### src/rtl/clk_enable_gen.sv
// Multi-channel clock divider. Each channel emits a 50% duty level, a one-cycle tick on its
// rising edge, and takes run-time half-period updates that land on the channel's own boundary.
module clk_enable_gen #(
  parameter int                        NUM_CH     = 2,
  parameter int                        CNT_W      = 26,
  parameter logic [NUM_CH*CNT_W-1:0]   RESET_HALF = {26'd10_000_000, 26'd20_000_000},
  localparam int                       CH_W       = (NUM_CH > 1) ? $clog2(NUM_CH) : 1
) (
  input  logic              clk,
  input  logic              reset,
  input  logic              cfg_wr,
  input  logic [CH_W-1:0]   cfg_ch,
  input  logic [CNT_W-1:0]  cfg_half,
  input  logic [NUM_CH-1:0] ch_en,
  input  logic              sync_clr,
  output logic [NUM_CH-1:0] clk_out,
  output logic [NUM_CH-1:0] tick,
  output logic [NUM_CH-1:0] cfg_pending
);

  for (genvar i = 0; i < NUM_CH; i++) begin : g_ch
    logic [CNT_W-1:0] cnt_q, cnt_d;
    logic [CNT_W-1:0] act_q, act_d;
    logic [CNT_W-1:0] stg_q, stg_d;
    logic             pend_q, pend_d;
    logic             lvl_q, lvl_d;
    logic             tick_q, tick_d;
    logic             wr_hit_s;
    logic             run_s;
    logic             term_s;

    // Out-of-range channel numbers never match any index, so they fall through as no-ops.
    assign wr_hit_s = cfg_wr && (cfg_ch == CH_W'(i));
    assign run_s    = ch_en[i] && (act_q != {CNT_W{1'b0}});
    assign term_s   = run_s && (cnt_q >= (act_q - CNT_W'(1)));

    // Next-state: phase clear beats counting; a write in a terminal cycle re-stages after the apply.
    always_comb begin
      cnt_d  = cnt_q;
      act_d  = act_q;
      stg_d  = stg_q;
      pend_d = pend_q;
      lvl_d  = lvl_q;
      tick_d = 1'b0;
      if (sync_clr) begin
        cnt_d = {CNT_W{1'b0}};
        lvl_d = 1'b0;
        if (wr_hit_s) begin
          act_d  = cfg_half;
          stg_d  = cfg_half;
          pend_d = 1'b0;
        end else if (pend_q) begin
          act_d  = stg_q;
          pend_d = 1'b0;
        end else begin
          act_d  = act_q;
        end
      end else begin
        if (term_s) begin
          cnt_d  = {CNT_W{1'b0}};
          lvl_d  = ~lvl_q;
          tick_d = ~lvl_q;
        end else if (run_s) begin
          cnt_d  = cnt_q + CNT_W'(1);
        end else begin
          cnt_d  = cnt_q;
        end
        // A stopped or idle channel has no boundary to wait for, so it takes the value at once.
        if (pend_q && (term_s || !run_s)) begin
          act_d  = stg_q;
          pend_d = 1'b0;
        end else begin
          act_d  = act_q;
        end
        if (wr_hit_s) begin
          stg_d  = cfg_half;
          pend_d = 1'b1;
        end else begin
          stg_d  = stg_q;
        end
      end
    end

    // Channel state and registered outputs.
    always_ff @(posedge clk or negedge reset) begin
      if (!reset) begin
        cnt_q  <= {CNT_W{1'b0}};
        act_q  <= RESET_HALF[i*CNT_W +: CNT_W];
        stg_q  <= RESET_HALF[i*CNT_W +: CNT_W];
        pend_q <= 1'b0;
        lvl_q  <= 1'b0;
        tick_q <= 1'b0;
      end else begin
        cnt_q  <= cnt_d;
        act_q  <= act_d;
        stg_q  <= stg_d;
        pend_q <= pend_d;
        lvl_q  <= lvl_d;
        tick_q <= tick_d;
      end
    end

    assign clk_out[i]     = lvl_q;
    assign tick[i]        = tick_q;
    assign cfg_pending[i] = pend_q;
  end

endmodule

### config.mk
export PLATFORM = sky130hd
export DESIGN_NAME = clk_enable_gen
export DESIGN_NICKNAME = d
export VERILOG_FILES = /design/src/rtl/clk_enable_gen.sv
export SDC_FILE = /design/constraint.sdc
export NUM_CORES = 1
export LEC_CHECK = 0
export CAP_MARGIN = 20
export CORE_MARGIN = 2
export CORE_UTILIZATION = 45
export DETAILED_ROUTE_END_ITERATION = 8
export PLACE_DENSITY_LB_ADDON = 0.08
export SLEW_MARGIN = 20
export SYNTH_ARGS = -nofsm -noshare
export SYNTH_HDL_FRONTEND = slang
export SYNTH_SLANG_ARGS = --single-unit
### constraint.sdc
create_clock -name clk -period 7.1 [get_ports clk]
set_input_delay 1.42 -clock clk [delete_from_list [all_inputs] [get_ports clk]]
set_output_delay 1.42 -clock clk [all_outputs]
set_load 0.02 [all_outputs]
==> results of run 1 <==
[state kept, by name, indices dropped and copies added, names as in the netlist]
register / count
g_ch.act_q: 52
g_ch.cnt_q: 52
g_ch.stg_q: 52
g_ch.lvl_q: 2
g_ch.pend_q: 2
g_ch.tick_q: 2
[routing by layer]
layer | vias up | GRT usage, % | part of all wire, %
li1 | 3464 | - | -
met1 | 3562 | 31.6 | 50
met2 | 158 | 32.1 | 45
met3 | 22 | 3.16 | 4.2
met4 | 0 | 6.14 | 1.5
met5 | - | 0 | 0
[per-stage QoR]
| step | utilization (%) | cell area (sq um) | hold WS (ns) |
|---|---|---|---|
| after floorplan | - | 9400 | 0.443 |
| after global placement | 49.0 | 9970 | 0.457 |
| after detailed placement | 49.0 | 9970 | 0.480 |
| after CTS | 51.9 | 10600 | 0.489 |
| after global routing | 51.9 | 10600 | 0.513 |
| final | 51.9 | 10600 | 0.479 |
[cells in the mapped netlist (all sizes together) (12+ instances only)]
master   count
nand3       43
xnor2       55
nor2        71
o22a        52
a21oi       35
nand2       64
buf         17
or4         12
mux2        52
dfrtp      130
dfstp       32
ha          58
o21ai       15
a31oi       17
nor4        16
nand4       17
nor3        40
xor2        16
o22ai       26
clkbuf      28
a2bb2oi     25
[cell type report]
| cell class | instances | area share (%) |
|---|---|---|
| clock buffer | 22 | 4.30 |
| clock inverter | 10 | 1.29 |
| inverter | 12 | 0.426 |
| multi-input combinational | 695 | 47.7 |
| sequential | 162 | 38.7 |
| tap | 270 | 3.20 |
| timing repair buffer | 49 | 4.35 |
[worst paths after layout]
check / startpoint / endpoint / slack (ns)
min: g_ch[1].lvl_q / g_ch[1].tick_q / 0.48
max: g_ch[0].act_q[4] / g_ch[0].act_q[24] / 1.82
max reg2reg: g_ch[0].act_q[4] / g_ch[0].act_q[24] / 1.82
max in group asynchronous: reset / g_ch[1].act_q[0] / 4.64
min reg2reg: g_ch[1].lvl_q / g_ch[1].tick_q / 0.48
min in group asynchronous: reset / g_ch[1].stg_q[14] / 1.11
[report_power, final]
group / switching (W) / total, W / internal [W]
clock: 0.000371 / 0.000933 / 0.000562
combinational: 0.000199 / 0.000414 / 0.000215
sequential: 0.000116 / 0.00118 / 0.00106
total: 0.000686 / 0.00253 / 0.00184
[logic make-up (layout without fill, tap and decap cells)]
logic type | Yosys count | count (layout) | share of synthesized area [%]
adders and majority gates | 58 | 58 | 7.72
buffers and inverters | 57 | 93 | 2.88
xor gates and xnor gates | 71 | 71 | 6.62
DFF | 162 | 162 | 43.6
and+or+nand+nor | 314 | 314 | 17.2
AOI/OAI and AO/OA | 200 | 200 | 15.8
muxes | 52 | 52 | 6.23
==> run_results.csv, run 1 <==
group,metric,value,unit
outcome,status,"completed",
routing,drt_pass1_iterations,5,
cells_and_area,final-seq-area,4090,sq um
grt,grt_use_total,21.2,%
worst_setup_path,critical_path_class,"flop to flop",
routing,drt-initial-drc-count,476,
synth,synthArstFlopShare,100,%
synth,yosys.area.top_type,"dfrtp_1",
synth,ys_warn_count,0,
synth,netlist.area_leader.share,34.6,%
floorplanning,die_h,149,um
synth,synth_seq_area_share,43.6,%
routing,ant_nets,0,
worst_setup_path,path_max_fanout,26,
clock_network,clk_path_buf_depth,2,
worst_setup_path,worstPathCellList,"or4_1 > nor3_1 > nand3_1 > or2_2 > nor4_1 > xnor2_1 > ha_1 > nand4_1 > nor4_1 > nand2_1 > o211ai_1 > nor3_1 > buf_4 > nand2_1 > o2bb2a_1",
worst_setup_path,critPathMaxStageDelay,0.68,ns
worst_setup_path,arrival,5.62,ns
clock_network,cts_root_buffer,"clkbuf_16",
cells_and_area,multi_input_area,5040,sq um
floorplanning,io_pins,39,
worst_setup_path,critPathLaunchType,"flop",
placed_design,hpwlAfterDp,15700,um
sta,finalSetupTns,0,ns
sta,hold_viol,0,
floorplanning,die_width,149,um
floorplanning,dieArea,22100,sq um
sta,slew_headroom,32.4,%
grt,grt_overflow_total,0,
sta,rsz0062_at_grt,"no",
worst_setup_path,path_buf_inv,1,
worst_setup_path,worst_setup_path_end_kind,"flop",
cells_and_area,final_common_cell,"dfrtp_1",
clock_network,cts_sinks,162,
worst_setup_path,crit_slowest_cell,"nand2_1",
cells_and_area,antenna_cells,0,
clock_network,holdBufCountCts,0,
cells_and_area,fin_cells,1220,
clock_network,clk_latency,0.42,ns
sta,post-route-min-period,5.28,ns
worst_setup_path,rr_worst_depth,15,
sta,slew_violations,0,
clock_network,cts.repair.resized,0,
grt,grt_max_degree,97,
worst_hold_path,hold_path.class,"flop to flop",
cells_and_area,drive_gt1_share,14.9,%
floorplanning,core_area,20400,sq um
sta,setup_viol,0,
synth,synth-main-ff-cell,"dfrtp_1",
cells_and_area,fill_cells,1815,
sta,finClkSkew,0.0105,ns
routing,wl_per_cell,18.2,um
power,ir_drop,0.159,mV
power,power_density,239,nW/um^2
cells_and_area,syn_to_final_growth,12.4,%
clock_network,cts_tree,"done",
power,p_total,0.00253,W
worst_setup_path,cp.required,7.44,ns
grt,grt_pass1_vias,7275,
placed_design,gp_congestion,0.887,
placed_design,port_buffers,38,
synth,syn_area,9400,sq um
clock_network,numCtsBuffers,17,
routing,drt-vias-per-instance,5.91,
worst_hold_path,holdPathStages,1,
synth,synth_edf_count,0,
placed_design,dp_slack,1.96,ns
synth,syn_area_per_cell,10.3,sq um
grt,antenna_found_initial,0,
clock_network,htreeDepth,4,
routing,drc_errors,0,
sta,tightest_slew,1.01,ns
clock_network,postCtsSetupBuffers,0,
power,power_leakage,4.12,nW
cells_and_area,nNetsFinal,1028,
routing,vias,7206,
floorplanning,initial_core_util,46.2,%
cells_and_area,layout_common_cells,"130 x dfrtp_1, 70 x nor2_1, 62 x nand2_1",
sta,clock.fmax,0.189,GHz
synth,syn_nets,1005,
synth,ys_ff_latch,162,
sta,fin_crit_sh,74.4,%
routing,drt_wl_total,22200,um
sta,layout_setup_ws,1.82,ns
synth,synth_cell_types,60,
worst_setup_path,cp_top_family,"simple AND/OR/NAND/NOR gates",
grt,grt_first_pass_wirelength,37600,um
job,cap_violations,0,
synth,netlist_instances,914,
worst_setup_path,path_depth,15,
clock_network,clk_pin_slew,0.06,ns
floorplanning,row_count,52,
placed_design,dp_cells,1188,
synth,yosys-top-cells-area,"dfrtp_1 35%, dfstp_2 8.9%, ha_1 7.7%",
Note: power is estimated with default switching activity, not from simulation.
==> inputs of run 2 (changes only) <==
clock period = 4.5 ns   (was 7.1 ns; I/O delays follow)
==> run 2 against run 1 <==
Critical path depth fell by 1. Clock power is 50% higher. Highest routed layer unchanged. Power increased by 56%. Die area unchanged. Via count is 2.0% higher. Global-route usage increased by 0.37 points. Critical endpoint is now g_ch[1].act_q[24].
==> run_results.csv, run 2 (synthesis gave the netlist of run 1 again) <==
group,metric,value,unit
sta,hold_viol,0,
routing,drc_errors,0,
worst_setup_path,worst_setup_path_end_kind,"flop",
cells_and_area,antenna_cells,0,
clock_network,holdBufCountCts,0,
floorplanning,die_width,149,um
cells_and_area,syn_to_final_growth,14.8,%
clock_network,clk_pin_slew,0.06,ns
clock_network,clk_path_buf_depth,2,
placed_design,dp_cells,1203,
cells_and_area,reg_top3,"g_ch.act_q: 52 flops, g_ch.cnt_q: 52 flops, g_ch.stg_q: 52 flops",
grt,grt_pass1_vias,7189,
sta,post-route-min-period,4.37,ns
clock_network,htreeDepth,4,
placed_design,gp_congestion,0.836,
clock_network,numCtsBuffers,17,
clock_network,cts_sinks,162,
sta,setup_viol,0,
routing,drt-initial-drc-count,488,
routing,wl_per_cell,18.5,um
cells_and_area,nNetsFinal,1047,
cells_and_area,drive_gt1_share,18.0,%
sta,tightest_slew,0.948,ns
worst_setup_path,critPathLaunchType,"flop",
worst_setup_path,critPathMaxStageDelay,0.60,ns
sta,finClkSkew,0.00737,ns
job,cap_violations,0,
sta,slew_headroom,36.8,%
worst_setup_path,crit_slowest_cell,"or4_1",
worst_setup_path,critical_path_class,"flop to flop",
worst_hold_path,hold_path.class,"flop to flop",
sta,fin_crit_sh,97.1,%
worst_setup_path,path_max_fanout,26,
placed_design,hpwlAfterDp,16100,um
grt,grt_max_degree,102,
cells_and_area,fin_cells,1239,
cells_and_area,postLayoutCoreUtil,53.0,%
power,power_leakage,4.24,nW
sta,finalSetupTns,0,ns
worst_setup_path,arrival,4.73,ns
routing,drt_wl_total,22900,um
routing,vias,7350,
cells_and_area,final_common_cell,"dfrtp_1",
grt,antenna_found_initial,0,
sta,rsz0062_at_grt,"yes",
floorplanning,io_pins,39,
floorplanning,core_area,20400,sq um
grt,grt_first_pass_wirelength,37900,um
floorplanning,die_h,149,um
grt,grt_use_total,21.6,%
clock_network,cts_root_buffer,"clkbuf_16",
worst_setup_path,cp.required,4.86,ns
cells_and_area,layout_common_cells,"130 x dfrtp_1, 69 x nor2_1, 62 x nand2_1",
floorplanning,row_count,52,
cells_and_area,postLayoutCellArea,10800,sq um
floorplanning,dieArea,22100,sq um
sta,clock.fmax,0.229,GHz
outcome,status,"completed",
routing,drt-vias-per-instance,5.93,
power,ir_drop,0.254,mV
worst_setup_path,worstPathCellList,"or4_1 > or3_4 > or3_4 > nor3_1 > xnor2_1 > ha_1 > nand4_1 > nor3_1 > a22o_1 > or4_4 > nor4_4 > buf_4 > buf_6 > o22a_1",
grt,grt_overflow_total,0,
placed_design,dp_slack,-0.00727,ns
clock_network,cts_tree,"done",
sta,layout_setup_ws,0.131,ns
floorplanning,initial_core_util,46.2,%
cells_and_area,fill_cells,1796,
clock_network,clk_latency,0.43,ns
placed_design,port_buffers,38,
routing,drt_pass1_iterations,5,
worst_setup_path,r2r_slack,0.13,ns
power,power_density,365,nW/um^2
sta,slew_violations,0,
placed_design,dpl-instance-area,10100,sq um
routing,ant_nets,0,
run 2: cell types whose count changed in the layout (fill, tap and decap cells not counted), sizes merged:
cell	previous run	this run
clkinv	5	8
a21oi	35	36
clkbuf	22	17
buf	13	31
inv	11	14
bufinv	3	1
clkinvlp	3	4
run 2: area by class of cell:
| class | count | area [sq um] | share of cell area, % |
|---|---|---|---|
| multi-input cells | 696 | 5110 | 47.3 |
| flip-flops and latches | 162 | 4090 | 37.9 |
| repair buffers | 67 | 648 | 6.01 |
| clock buffers | 17 | 425 | 3.94 |
| well taps | 270 | 338 | 3.13 |
| clock inverters | 15 | 133 | 1.23 |
| inverters | 12 | 45.0 | 0.417 |
run 2: critical path, delay by kind of cell (launching register included):
| kind | cells | cell delay [ns] |
|---|---|---|
| compound gates | 2 | 0.38 |
| xor+xnor | 1 | 0.16 |
| fa+ha+maj | 1 | 0.28 |
| buf+inv | 2 | 0.38 |
| flops | 1 | 0.39 |
| simple gates | 8 | 2.70 |
run 2: what timing repair did:
| action | CTS | global route |
|---|---|---|
| gates cloned | 0 | 1 |
| resized for setup | 2 | 10 |
| setup endpoints to repair | 26 | 104 |
| pin swaps | 0 | 4 |
| buffers inserted | 0 | 3 |
| hold endpoints to repair | 0 | 0 |
run 2: final timing paths:
| check | from | end | cells after the start |
|---|---|---|---|
| hold reg to reg | g_ch[1].lvl_q | g_ch[1].tick_q | 1 |
| max in group asynchronous | reset | g_ch[1].act_q[7] | 2 |
| hold / removal | g_ch[1].lvl_q | g_ch[1].tick_q | 1 |
| setup reg to reg | g_ch[1].act_q[8] | g_ch[1].act_q[24] | 14 |
| setup / recovery | g_ch[1].act_q[8] | g_ch[1].act_q[24] | 14 |
| min in group asynchronous | reset | g_ch[1].cnt_q[22] | 1 |
run 2: per-layer routing:
metal	GRT usage (%)	up-vias	wire, um
met5	0	-	0
met4	5.81	0	227
met3	3.07	15	942
met2	32.7	166	10300
met1	32.4	3661	11400
li1	-	3508	-
run 2: power by group:
part | switching, W | leakage, nW | internal [W] | total, W
clock network | 0.000635 | 0.266 | 0.000764 | 0.00140
logic | 0.000327 | 2.01 | 0.000355 | 0.000682
registers | 0.000184 | 1.96 | 0.00168 | 0.00186
total | 0.00115 | 4.24 | 0.00280 | 0.00394
run 2: metrics by stage:
step / hold WS [ns] / total power (W)
after global placement: 0.462 / 0.00252
after floorplan: 0.443 / 0.00232
after CTS: 0.489 / 0.00397
final: 0.483 / 0.00394
after global routing: 0.511 / 0.00415
after detailed placement: 0.469 / 0.00256
==> inputs of run 3 (changes only) <==
CTS_CLUSTER_DIAMETER = 150   (was not set)
HOLD_SLACK_MARGIN = 0.05   (was not set)
==> results of run 3 <==
Same layout as run 2: the final DEF is identical, and so are final timing and power.
